[config.mk]
export PLATFORM = sky130hd
export DESIGN_NAME = mouse_cursor_tracker
export DESIGN_NICKNAME = d
export VERILOG_FILES = /design/src/rtl/mouse_cursor_tracker_pkg.sv /design/src/rtl/mouse_axis_update.sv /design/src/rtl/mouse_cursor_tracker.sv
export SDC_FILE = /design/constraint.sdc
export NUM_CORES = 1
export LEC_CHECK = 0
export CORE_MARGIN = 5
export CORE_UTILIZATION = 50
export DETAILED_ROUTE_END_ITERATION = 8
export HOLD_SLACK_MARGIN = 0.15
export PLACE_DENSITY = 0.73
export SKIP_LAST_GASP = 1
export SYNTH_ARGS = -nofsm -noshare
export SYNTH_HDL_FRONTEND = slang
export SYNTH_SLANG_ARGS = --single-unit
[constraint.sdc]
create_clock -name iClk -period 3 [get_ports iClk]
set_clock_uncertainty 0.2 [all_clocks]
set_input_delay 0.6 -clock iClk [delete_from_list [all_inputs] [get_ports iClk]]
set_output_delay 0.6 -clock iClk [all_outputs]
set_load 0.02 [all_outputs]
[src/rtl/mouse_cursor_tracker_pkg.sv]
// mouse_pkg: shared FSM state type, PS/2 header bit positions and default
// canvas geometry for mouse_cursor_tracker.
package mouse_pkg;

  typedef enum logic [1:0] {
    B0,
    B1,
    B2,
    UPDATE
  } state_t;

  // PS/2 movement packet header byte layout
  localparam int unsigned HDR_BTN_L  = 0;
  localparam int unsigned HDR_BTN_R  = 1;
  localparam int unsigned HDR_SYNC   = 3;
  localparam int unsigned HDR_X_SIGN = 4;
  localparam int unsigned HDR_Y_SIGN = 5;
  localparam int unsigned HDR_X_OVF  = 6;
  localparam int unsigned HDR_Y_OVF  = 7;

  // Only the header fields the tracker consumes are kept
  typedef struct packed {
    logic yOvf;
    logic xOvf;
    logic ySign;
    logic xSign;
    logic btnR;
    logic btnL;
  } hdr_t;

  localparam int unsigned DEF_CANVAS_W = 28;
  localparam int unsigned DEF_CANVAS_H = 28;

endpackage

[src/rtl/mouse_axis_update.sv]
// mouse_axis_update: one cursor axis. Sign-extends the 9-bit PS/2 delta,
// zeroes it on overflow, attenuates by an arithmetic right shift and adds
// (or subtracts, NEGATE=1) it to the current position, clamped to the canvas.
module mouse_axis_update
  import mouse_pkg::*;
#(
  parameter int unsigned SIZE   = DEF_CANVAS_W,
  parameter int unsigned SHIFT  = 2,
  parameter bit          NEGATE = 1'b0
) (
  input  logic [4:0] iPos,
  input  logic       iSign,
  input  logic [7:0] iMag,
  input  logic       iOvf,
  output logic [4:0] oPos
);

  localparam logic signed [11:0] MAX_POS = 12'(SIZE - 1);

  logic signed [8:0]  raw;
  logic signed [8:0]  shifted;
  logic signed [8:0]  delta;
  logic signed [11:0] deltaExt;
  logic signed [11:0] posExt;
  logic signed [11:0] sum;

  // Signed position arithmetic followed by clamp to [0, SIZE-1]
  always_comb begin
    raw      = {iSign, iMag};
    shifted  = raw >>> SHIFT;
    delta    = iOvf ? '0 : shifted;
    deltaExt = {{3{delta[8]}}, delta};
    posExt   = {7'b0, iPos};
    sum      = NEGATE ? (posExt - deltaExt) : (posExt + deltaExt);
    if (sum < 12'sd0) begin
      oPos = '0;
    end else if (sum > MAX_POS) begin
      oPos = MAX_POS[4:0];
    end else begin
      oPos = sum[4:0];
    end
  end

endmodule

[src/rtl/mouse_cursor_tracker.sv]
// mouse_cursor_tracker: assembles 3-byte PS/2 mouse packets, moves a cursor
// on a small canvas and paints under it while the left button is held.
// Optional feature: define MOUSE_ERASE_EN to let the right button erase.
module mouse_cursor_tracker
  import mouse_pkg::*;
#(
  parameter int unsigned CANVAS_W = DEF_CANVAS_W,
  parameter int unsigned CANVAS_H = DEF_CANVAS_H,
  parameter int unsigned SHIFT    = 2,
  parameter int unsigned TIMEOUT  = 50000
) (
  input  logic       iClk,
  input  logic       iRst_n,
  input  logic [7:0] iByte,
  input  logic       iByteValid,
  input  logic       iParityErr,
  output logic [4:0] oCursorX,
  output logic [4:0] oCursorY,
  output logic       oBtnL,
  output logic       oBtnR,
  output logic       oPixWe,
  output logic [9:0] oPixAddr,
  output logic       oPixData,
  output logic       oPktValid,
  output logic       oSyncErr
);

  localparam int unsigned     GAP_W    = $clog2(TIMEOUT + 1);
  localparam logic [GAP_W-1:0] GAP_LAST = GAP_W'(TIMEOUT - 1);

  state_t           state;
  state_t           nextState;
  hdr_t             hdr;
  logic [7:0]       dxByte;
  logic [7:0]       dyByte;
  logic [GAP_W-1:0] gapCnt;
  logic             gapExpired;
  logic             latchHdr;
  logic             latchDx;
  logic             latchDy;
  logic             syncErrNext;
  logic             apply;
  logic [4:0]       newX;
  logic [4:0]       newY;
  logic             wrNext;
  logic             pixDataNext;

  // gapExpired is true on the TIMEOUT-th consecutive idle cycle
  assign gapExpired = (gapCnt == GAP_LAST);

  // State register
  always_ff @(posedge iClk or negedge iRst_n) begin
    if (!iRst_n) begin
      state <= B0;
    end else begin
      state <= nextState;
    end
  end

  // Packet framing: next state, byte latch enables and sync-error strobe
  always_comb begin
    nextState   = state;
    latchHdr    = 1'b0;
    latchDx     = 1'b0;
    latchDy     = 1'b0;
    syncErrNext = 1'b0;
    apply       = 1'b0;
    unique case (state)
      B0: begin
        if (iByteValid) begin
          if (iByte[HDR_SYNC] && !iParityErr) begin
            latchHdr  = 1'b1;
            nextState = B1;
          end else begin
            syncErrNext = 1'b1;
          end
        end
      end
      B1: begin
        if (iByteValid) begin
          if (iParityErr) begin
            syncErrNext = 1'b1;
            nextState   = B0;
          end else begin
            latchDx   = 1'b1;
            nextState = B2;
          end
        end else if (gapExpired) begin
          syncErrNext = 1'b1;
          nextState   = B0;
        end
      end
      B2: begin
        if (iByteValid) begin
          if (iParityErr) begin
            syncErrNext = 1'b1;
            nextState   = B0;
          end else begin
            latchDy   = 1'b1;
            nextState = UPDATE;
          end
        end else if (gapExpired) begin
          syncErrNext = 1'b1;
          nextState   = B0;
        end
      end
      UPDATE: begin
        apply       = 1'b1;
        nextState   = B0;
        syncErrNext = iByteValid;
      end
      default: nextState = B0;
    endcase
  end

  // Idle byte-gap counter, only counts while mid-packet
  always_ff @(posedge iClk or negedge iRst_n) begin
    if (!iRst_n) begin
      gapCnt <= '0;
    end else if ((state == B1 || state == B2) && !iByteValid && !gapExpired) begin
      gapCnt <= gapCnt + 1'b1;
    end else begin
      gapCnt <= '0;
    end
  end

  // Packet byte latches
  always_ff @(posedge iClk or negedge iRst_n) begin
    if (!iRst_n) begin
      hdr    <= '0;
      dxByte <= '0;
      dyByte <= '0;
    end else begin
      if (latchHdr) begin
        hdr.btnL  <= iByte[HDR_BTN_L];
        hdr.btnR  <= iByte[HDR_BTN_R];
        hdr.xSign <= iByte[HDR_X_SIGN];
        hdr.ySign <= iByte[HDR_Y_SIGN];
        hdr.xOvf  <= iByte[HDR_X_OVF];
        hdr.yOvf  <= iByte[HDR_Y_OVF];
      end
      if (latchDx) begin
        dxByte <= iByte;
      end
      if (latchDy) begin
        dyByte <= iByte;
      end
    end
  end

  mouse_axis_update #(
    .SIZE  (CANVAS_W),
    .SHIFT (SHIFT),
    .NEGATE(1'b0)
  ) uAxisX (
    .iPos (oCursorX),
    .iSign(hdr.xSign),
    .iMag (dxByte),
    .iOvf (hdr.xOvf),
    .oPos (newX)
  );

  // Screen rows grow downward while PS/2 dy grows upward
  mouse_axis_update #(
    .SIZE  (CANVAS_H),
    .SHIFT (SHIFT),
    .NEGATE(1'b1)
  ) uAxisY (
    .iPos (oCursorY),
    .iSign(hdr.ySign),
    .iMag (dyByte),
    .iOvf (hdr.yOvf),
    .oPos (newY)
  );

`ifdef MOUSE_ERASE_EN
  // Left paints, right alone erases; left wins when both are held
  assign wrNext      = hdr.btnL | hdr.btnR;
  assign pixDataNext = (apply && wrNext) ? hdr.btnL : oPixData;
`else
  assign wrNext      = hdr.btnL;
  assign pixDataNext = 1'b1;
`endif

  // Cursor, buttons and strobes commit on the edge leaving UPDATE
  always_ff @(posedge iClk or negedge iRst_n) begin
    if (!iRst_n) begin
      oCursorX  <= 5'(CANVAS_W / 2);
      oCursorY  <= 5'(CANVAS_H / 2);
      oBtnL     <= 1'b0;
      oBtnR     <= 1'b0;
      oPixWe    <= 1'b0;
      oPixData  <= 1'b0;
      oPktValid <= 1'b0;
      oSyncErr  <= 1'b0;
    end else begin
      oPktValid <= apply;
      oSyncErr  <= syncErrNext;
      oPixWe    <= apply & wrNext;
      oPixData  <= pixDataNext;
      if (apply) begin
        oCursorX <= newX;
        oCursorY <= newY;
        oBtnL    <= hdr.btnL;
        oBtnR    <= hdr.btnR;
      end
    end
  end

  assign oPixAddr = 10'((32'(oCursorY) * CANVAS_W) + 32'(oCursorX));

endmodule

==> results of run 1 <==
[report_power, final]
part	leakage (nW)	internal, mW	switching [mW]
sequential	0.666	0.914	0.169
clock	0.0552	0.248	0.220
combinational	1.17	1.22	1.31
[stage by stage]
step           hold slack [ps]  util, %  total power [mW]  setup TNS [ps]  std cells
5_1_grt                    309     64.5              4.41           -2910        457
2_1_floorplan              104        -              2.73            -993        319
6_report                   289     64.5              4.08           -2230        457
3_3_place_gp               261     61.9              3.50           -3010        447
3_5_place_dp               272     61.9              3.58           -3200        447
4_1_cts                    295     64.2              4.10           -2350        456
[cells in the final DEF (no fill, tap or decap), types with 6 or more instances in the layout]
cell type | synthesis | final
ha_1 | 26 | 24
o21ai_0 | 8 | 8
nor2_1 | 25 | 24
dfstp_2 | 6 | 6
a21oi_1 | 11 | 7
inv_1 | 17 | 17
mux2_2 | 17 | 17
clkdlybuf4s50_1 | 0 | 29
nor2b_1 | 11 | 10
buf_4 | 2 | 27
xnor2_1 | 11 | 8
dfrtp_1 | 46 | 46
nand3_1 | 9 | 8
xor2_1 | 14 | 12
nand2_1 | 19 | 19
fa_1 | 8 | 7
[cells by family after synthesis]
| family | synth area share (%) |
|---|---|
| compound gates | 14.3 |
| xor+xnor | 6.55 |
| fa+ha+maj | 14.5 |
| buf+inv | 3.07 |
| flops | 39.1 |
| mux | 6.02 |
| other cells | 0.112 |
| simple gates | 16.3 |
[state kept, by name (all words and copies together) (netlist names), 2 cells and up]
signal    count
gapCnt       16
dxByte        6
state         2
hdr           5
oCursorY      5
dyByte        6
oCursorX      5
[cell usage after synthesis (all sizes together) (5+ instances only)]
cell    instances
o21a            5
xnor2          11
dfrtp          46
and3            5
mux2           17
nor2b          12
a21oi          11
xor2           14
inv            17
nor2           25
fa              8
dfstp           6
nand2          19
nand3           9
o21ai           8
ha             26
nand2b          5
a21o            5
[worst max-delay path by stage]
stage,to,cells past startpoint,start
6_report,oPixAddr[8],9,oCursorY[2]
5_1_grt,oPixAddr[7],9,oCursorY[2]
2_1_floorplan,oPixAddr[9],8,oCursorY[2]
4_1_cts,oPixAddr[8],9,oCursorY[2]
3_3_place_gp,oPixAddr[9],9,oCursorY[2]
3_5_place_dp,oPixAddr[8],8,oCursorY[1]
[layer usage]
metal  vias to the layer above  global-route usage (%)
li1                       1250                       -
met5                         -                       0
met1                      1236                    21.9
met4                         0                    3.84
met3                        10                    2.62
met2                        44                    28.8
[what timing repair did]
action	4_1_cts	5_1_grt
buffers inserted	0	1
hold endpoints to repair	5	0
pin swaps	5	2
resized for setup	40	2
endpoints found under the setup margin	7	6
hold buffers	1	0
[area by class of cell]
cell class / count / area, µm²
tap: 77 / 96.3
clock buffer: 6 / 72.6
multi-input combinational: 242 / 2030
fill: 525 / 2280
timing repair buffer: 61 / 539
sequential: 52 / 1310
inverter: 17 / 63.8
clock inverter: 2 / 35.0
[critical path: cells and delay by family, from the launching register on]
kind | cells | cell delay (ps)
buffers and inverters | 2 | 310
DFF | 1 | 580
xor gates and xnor gates | 2 | 240
AOI/OAI and AO/OA | 2 | 340
adders and majority gates | 3 | 950
==> reports/results.ini, run 1 <==
[status]
status = finished, violations left
violations = setup timing

[sta]
min_period_ps = 3540
slew_viol_final = 0
rsz0062_at_grt = true
final_hold_viol_count = 0
worst_slack_ps = -536
fmax_mhz = 283
min_period_over_period_pct = 118
finalSetupViolCount = 6

[placement]
pre_cts_slack_ps = -687
dpl_cell_area_um2 = 3980
hpwlAfterDp_um = 5150
io_buffers = 37
finalWeightedCongestion = 0.865

[critical_path]
slowest_stage = dfstp_2
cp.arrival_ps = 2740
worstPathCellList = fa_1 -> ha_2 -> fa_2 -> a21o_1 -> a21oi_2 -> xnor2_2 -> buf_4 -> xnor2_2 -> buf_4
crit_required_ps = 2200
end_kind = primary output
rr_startpoint = dxByte[2]
start_kind = flop
r2r_slack_ps = 290
max_stage_delay_ps = 580
path_class = flop to primary output
worstReg2RegEnd = oCursorX[1]
reg2reg_depth = 8
cp_max_fo = 3

[grt]
grt-ovfl-total = 0
grt_max_degree = 24
antenna_found_initial = 0
grt_first_pass_wirelength_um = 11700
grt_pass1_vias = 2560
grt_usage_pct = 16.6

[route]
ant_nets = 0
wl_um = 6650
wl_met2_um = 3260
drc = 0
firstDrtPassIters = 4
vias = 2540
routed_via_density = 5.56
wl_per_cell_um = 14.6
met1_length_um = 3050
top_layer_used = met4
drtIter0Drc = 66
route.met3.wl_um = 267

[clock_network]
h-tree-depth = 2
cts-root-buf = clkbuf_8
numCtsBuffers = 5
clk_latency_ps = 300
tritoncts = built
cts_buffer_depth = 2
numClockSinks = 52
clkTransAtPathRegs_ps = 90

[synth]
synthTopCellsByArea = dfrtp_1 (34%), ha_1 (9.7%), mux2_2 (5.7%), fa_1 (4.8%), dfstp_2 (4.7%)
postSynthCellCount = 319
synth-edff-count = 0
syn-num-nets = 365
synth.distinct_cells = 60
yosys.area.top_type = dfrtp_1
ys_seq_area_share_pct = 39.1
synth_seq_cells = 52
synth-main-ff-cell = dfrtp_1
synth_top_area_share_pct = 34.4
synth.avg_cell_area_um2 = 10.5
yosys_warnings = 0
async_reset_ff_share_pct = 100
syn_area_um2 = 3340

[floorplan]
io_pins = 38
die_w_um = 91.8
die_h_um = 91.8
dieArea_um2 = 8420
core_um2 = 6420
start_util_pct = 52.1
rows = 29

[layout]
layout-area-overhead-vs-synth_pct = 23.8
fin_area_um2 = 4140
nets = 425
drive_gt1_share_pct = 22.9
antennaDiodeCount = 0

[pwr]
vdd_ir_drop_max_mv = 0.456
powerDensity_nw_per_um2 = 985
p_leak_nw = 1.89

[hold_path]
worstHoldPathCells = 1
min_path_type = flop to flop
holdPathEnd = oBtnL
hold_path.startpoint = oBtnL

[flow_run]
maxCapViolCount = 0

Power figures use the tool's default switching activity.
==> run 2, diff against run 1 <==
Settings changed: SLEW_MARGIN set to 0.
==> results of run 2 <==
The final DEF is identical to that of run 1; final timing and power are the same.
==> run 3, diff against run 2 <==
Settings changed: CORE_UTILIZATION 50 to 57, PLACE_DENSITY 0.73 to 0.79.
Clock period 3 ns to 3.72 ns, I/O delays scaled along.
==> run 3 against run 2 <==
The flow still finishes with violations (setup timing). Worst hold slack got worse by 2.1 ps. Highest routed layer unchanged. Critical path type unchanged. Critical path depth unchanged. Sequential cell count unchanged. Non-clock buffer count decreased by 7. Global-route usage increased by 2.3 points. Combinational power decreased by 23%. Final cell count decreased by 2.0%.
==> reports/results.ini, run 3 (synthesized netlist as in run 1, its figures left out) <==
[route]
routed_via_density = 5.67
drc = 0
firstDrtPassIters = 4
wl_um = 6540
wl_per_cell_um = 14.6
drtIter0Drc = 125
vias = 2540
ant_nets = 0

[grt]
grt-ovfl-total = 0
antenna_found_initial = 0
grt_usage_pct = 18.9
grt_max_degree = 51
grt_first_pass_wirelength_um = 11600
grt_pass1_vias = 2581

[critical_path]
start_kind = flop
reg2reg_depth = 8
cp_max_fo = 5
rr_startpoint = hdr[4]
cp.arrival_ps = 2780
crit_required_ps = 2780
crit_path_end = oPixAddr[9]
worstReg2RegEnd = oCursorX[2]
path_class = flop to primary output
cp-startpoint = oCursorY[2]
r2r_slack_ps = 920
end_kind = primary output

[layout]
regMostFlops = gapCnt
nets = 418
multiInputGateArea_um2 = 1980
layout_common_cells = dfrtp_1 (46), clkdlybuf4s50_1 (30), ha_1 (25), nor2_1 (24), buf_4 (21)
final_common_cell = dfrtp_1
reg_top3 = gapCnt (16), dxByte (6), dyByte (6)
drive_gt1_share_pct = 19.3
regArea_um2 = 1310
largest_reg_flops = 16
n_fill_cell = 472
post-route-util_pct = 69.2
antennaDiodeCount = 0
layout-area-overhead-vs-synth_pct = 20.4
fin_area_um2 = 4030

[clock_network]
numCtsBuffers = 5
tritoncts = built
clk_latency_ps = 300
numClockSinks = 52
h-tree-depth = 2
clkTransAtPathRegs_ps = 90
cts_buffer_depth = 2
hold_buffers = 0
cts-root-buf = clkbuf_8

[status]
status = finished, violations left
violations = setup timing

[placement]
finalWeightedCongestion = 0.855
io_buffers = 37
hpwlAfterDp_um = 5020
pre_cts_slack_ps = -242
dpl_cell_area_um2 = 3890

[sta]
worst_slack_ps = -5.17
holdWs_ps = 287
slew_viol_final = 0
tightest_slew_ps = 1090
slew_headroom_pct = 27.5
rsz0062_at_grt = true
setup_tns_ps = -5.17
min_period_over_period_pct = 100
min_period_ps = 3730
final_hold_viol_count = 0
finalSetupViolCount = 1
fmax_mhz = 268

[hold_path]
hold_path.startpoint = dyByte[3]
min_path_type = flop to flop

[floorplan]
core_um2 = 5820
io_pins = 38
start_util_pct = 57.5
dieArea_um2 = 7500
rows = 28
die_w_um = 86.6
die_h_um = 86.6

[pwr]
p_leak_nw = 1.85
powerDensity_nw_per_um2 = 781
vdd_ir_drop_max_mv = 0.534

[flow_run]
maxCapViolCount = 0

run 3: per-stage QoR:
stage          total power, mW  cells
2_1_floorplan             2.17    319
3_3_place_gp              2.74    440
3_5_place_dp              2.81    440
4_1_cts                   3.14    448
5_1_grt                   3.43    448
6_report                  3.15    448
run 3: final cells by class:
class / count / share of cell area, %
repair buffers: 54 / 12.1
flip-flops and latches: 52 / 32.5
well taps: 75 / 2.33
multi-input cells: 242 / 49.3
clock buffers: 8 / 2.24
inverters: 17 / 1.58
run 3: what timing repair did:
action / 4_1_cts / 5_1_grt
pin swaps: 8 / 8
hold endpoints to repair: 0 / 0
buffers inserted: 1 / 0
resized for setup: 25 / 10
endpoints found under the setup margin: 5 / 6
run 3: worst min path at each step:
stage	slack (ps)	endpoint	cells after the start
2_1_floorplan	240	dxByte[3]	2
3_3_place_gp	260	dyByte[3]	2
3_5_place_dp	270	oBtnL	1
4_1_cts	290	dyByte[3]	2
5_1_grt	330	oBtnL	1
6_report	290	dyByte[3]	2
run 3: per-layer routing:
metal	part of all wire [%]	wire length [µm]	global-route usage (%)	up-vias
li1	-	-	-	1239
met1	42	2740	23.6	1237
met2	53	3500	34.8	58
met3	3.8	250	2.57	6
met4	0.73	48	3.82	0
met5	0	0	0	-
run 3: where the power goes:
part	switching [mW]	leakage [nW]	total, mW	internal [mW]
Combinational	1.00	1.13	1.94	0.941
Sequential	0.138	0.666	0.875	0.737
Clock	0.174	0.0455	0.326	0.152
run 3: critical path: stages, from the launching register on:
cell,delay (ps)
dfstp_2,590
fa_1,460
ha_4,190
fa_2,340
a21o_1,170
a21oi_2,140
xnor2_1,150
nand3_1,120
xor2_1,150
buf_4,160
==> edit, RTL diff (settings of run 1) <==
Register the inputs `iByte`, `iByteValid` and `iParityErr` before use, with the module's reset. The logic sees them one clock later.
--- a/src/rtl/mouse_cursor_tracker.sv
+++ b/src/rtl/mouse_cursor_tracker.sv
@@ -30,2 +30,18 @@
 
+  logic [7:0] iByte_q;
+  logic iByteValid_q;
+  logic iParityErr_q;
+
+  always_ff @(posedge iClk or negedge iRst_n) begin
+    if (!iRst_n) begin
+      iByte_q      <= '0;
+      iByteValid_q <= '0;
+      iParityErr_q <= '0;
+    end else begin
+      iByte_q      <= iByte;
+      iByteValid_q <= iByteValid;
+      iParityErr_q <= iParityErr;
+    end
+  end
+
   state_t           state;
@@ -69,4 +85,4 @@
       B0: begin
-        if (iByteValid) begin
-          if (iByte[HDR_SYNC] && !iParityErr) begin
+        if (iByteValid_q) begin
+          if (iByte_q[HDR_SYNC] && !iParityErr_q) begin
             latchHdr  = 1'b1;
@@ -79,4 +95,4 @@
       B1: begin
-        if (iByteValid) begin
-          if (iParityErr) begin
+        if (iByteValid_q) begin
+          if (iParityErr_q) begin
             syncErrNext = 1'b1;
@@ -93,4 +109,4 @@
       B2: begin
-        if (iByteValid) begin
-          if (iParityErr) begin
+        if (iByteValid_q) begin
+          if (iParityErr_q) begin
             syncErrNext = 1'b1;
@@ -109,3 +125,3 @@
         nextState   = B0;
-        syncErrNext = iByteValid;
+        syncErrNext = iByteValid_q;
       end
@@ -119,3 +135,3 @@
       gapCnt <= '0;
-    end else if ((state == B1 || state == B2) && !iByteValid && !gapExpired) begin
+    end else if ((state == B1 || state == B2) && !iByteValid_q && !gapExpired) begin
       gapCnt <= gapCnt + 1'b1;
@@ -134,14 +150,14 @@
       if (latchHdr) begin
-        hdr.btnL  <= iByte[HDR_BTN_L];
-        hdr.btnR  <= iByte[HDR_BTN_R];
-        hdr.xSign <= iByte[HDR_X_SIGN];
-        hdr.ySign <= iByte[HDR_Y_SIGN];
-        hdr.xOvf  <= iByte[HDR_X_OVF];
-        hdr.yOvf  <= iByte[HDR_Y_OVF];
+        hdr.btnL  <= iByte_q[HDR_BTN_L];
+        hdr.btnR  <= iByte_q[HDR_BTN_R];
+        hdr.xSign <= iByte_q[HDR_X_SIGN];
+        hdr.ySign <= iByte_q[HDR_Y_SIGN];
+        hdr.xOvf  <= iByte_q[HDR_X_OVF];
+        hdr.yOvf  <= iByte_q[HDR_Y_OVF];
       end
       if (latchDx) begin
-        dxByte <= iByte;
+        dxByte <= iByte_q;
       end
       if (latchDy) begin
-        dyByte <= iByte;
+        dyByte <= iByte_q;
       end
Formal check against the unedited RTL: not equivalent (a bounded check fails within 4 cycles, from zero or initial values and one cycle with iRst_n low).
==> edit against run 1 <==
The run still ends with negative setup slack left. Synthesized cell count increased by 4.4%. Clock power increased by 62%. Total power increased by 20%. Design area increased by 10%. Sequential cell count increased by 10. Synthesized area increased by 7.3%. Via count increased by 4.8%. Die area increased by 6.5%. Combinational power increased by 14%. Fmax decreased by 2.6%. Wire length increased by 8.3%. Global-route usage increased by 1.6 points. Setup slack got worse by 0.093 ns. Critical path type unchanged. Critical endpoint is now oPixAddr[9]. Largest power group unchanged. Highest routed layer unchanged.
==> edit: results (changes against run 1) <==
- The run finished, with violations left.
- The checks that failed: negative setup slack.
* Terminus of the critical flop-to-flop path: oCursorY[0]$_DFFE_PN0P_
* Skew-Pair Late Insertion Delay: 0.33 ns (+0.03 ns)
* R2R depth: 9 (+1)
- Largest registers: gapCnt x16, iByte_q x8
- Worst Slack Setup Final: -0.629 ns (-0.0933 ns)
* Final Non-Filler Cells: 500 (+9.4%)
- The first-pass GRT wire length came to 12.8 mm (+9.8%).
- The met1 wire length was 3.14 mm (+2.7%).
* Met3 layer usage reported by global route: 4.38% (+1.8 points)
- Detailed-route via count: 2,663 (+4.8%)
- Count of endpoints failing setup in the final report: 6 (unchanged)
- Met2 wire len: 3.54 mm (+8.8%)
- Routability-driven placement congestion ratio: 0.863 (-0.15%)
* Pre-CTS setup slack: -0.762 ns (-0.0751 ns)
- Worst-case hold path end point: gapCnt[0]$_DFF_PN0_
- Launch point of the worst hold path: gapCnt[0]$_DFF_PN0_
* Ranking of synthesized cells by area: sky130_fd_sc_hd__dfrtp_1 39%, sky130_fd_sc_hd__ha_1 9.1%, sky130_fd_sc_hd__mux2_2 6.0%, sky130_fd_sc_hd__fa_1 4.5%, sky130_fd_sc_hd__dfstp_2 4.4%
- Grt met2 use: 30.9% (+2.1 points)
* GR met1 Demand/Resource: 22.8% (+0.83 points)
* Highest cell delay on the worst timing path: 0.56 ns (-0.02 ns)
- The H-tree depth is 3 (+1).
- Portion of the post-synthesis area used by sequential elements: 43.4% (+4.3 points)
* Layout cell share with drive strength beyond 1: 23.8% (+0.87 points)
- Inst Count DP: 482 (+7.8%)
- The maximum number of pins on one net before global-route repair is 63 (+160%).
- # nets final: 446 (+4.9%)
- The register-to-register path setup slack is 0.38 ns (+0.09 ns).
* Hold Worst Slack: 0.261 ns (-0.0277 ns)
- Synth unique cells: 48 (-20%)
- Power Clock: 757 µW (+62%)
- Number of global-route vias before repair: 2,828 (+10%)
- The clock buffer count from CTS is 9 (+4).
- The post-synthesis average cell area came to 10.8 µm² (+2.8%).
- Switching power share of the total: 40.6% (-1.1 points)
- Worst-path fanout max: 2 (-1)
* Metal3 WL: 415 µm (+55%)
- The detailed router's first-iteration violation count came to 100 (+52%).
- In the synthesized netlist, the cells that appear most often are 56 x sky130_fd_sc_hd__dfrtp_1, 26 x sky130_fd_sc_hd__ha_1, 26 x sky130_fd_sc_hd__nor2_1.
- Clock-pin slew of the registers on the worst-case setup and hold paths: 0.07 ns (-0.02 ns)
## edit: area by class of cell
class	instances	area, µm²
Clock buffer	12	165
Clock inverter	3	42.5
Fill cell	565	2340
Inverter	15	56.3
Multi-Input combinational cell	249	2040
Sequential cell	62	1560
Tap cell	96	120
Timing Repair Buffer	63	577
## edit: what timing repair did
action / CTS / global route
hold buffers: 1 / 0
endpoints found under the hold margin: 56 / 0
cloned: 0 / 0
buffers inserted: 2 / 0
gates resized for setup: 43 / 4
pin swaps: 7 / 5
endpoints found under the setup margin: 7 / 7
## edit: kinds of logic after synthesis
| family | after synthesis | synth area share (%) |
|---|---|---|
| AOI/OAI and AO/OA | 63 | 12.2 |
| xor gates and xnor gates | 29 | 7.08 |
| adders and majority gates | 34 | 13.5 |
| buffers and inverters | 22 | 2.58 |
| DFF | 62 | 43.4 |
| muxes | 19 | 5.96 |
| other | 1 | 0.105 |
| and+or+nand+nor | 103 | 15.1 |
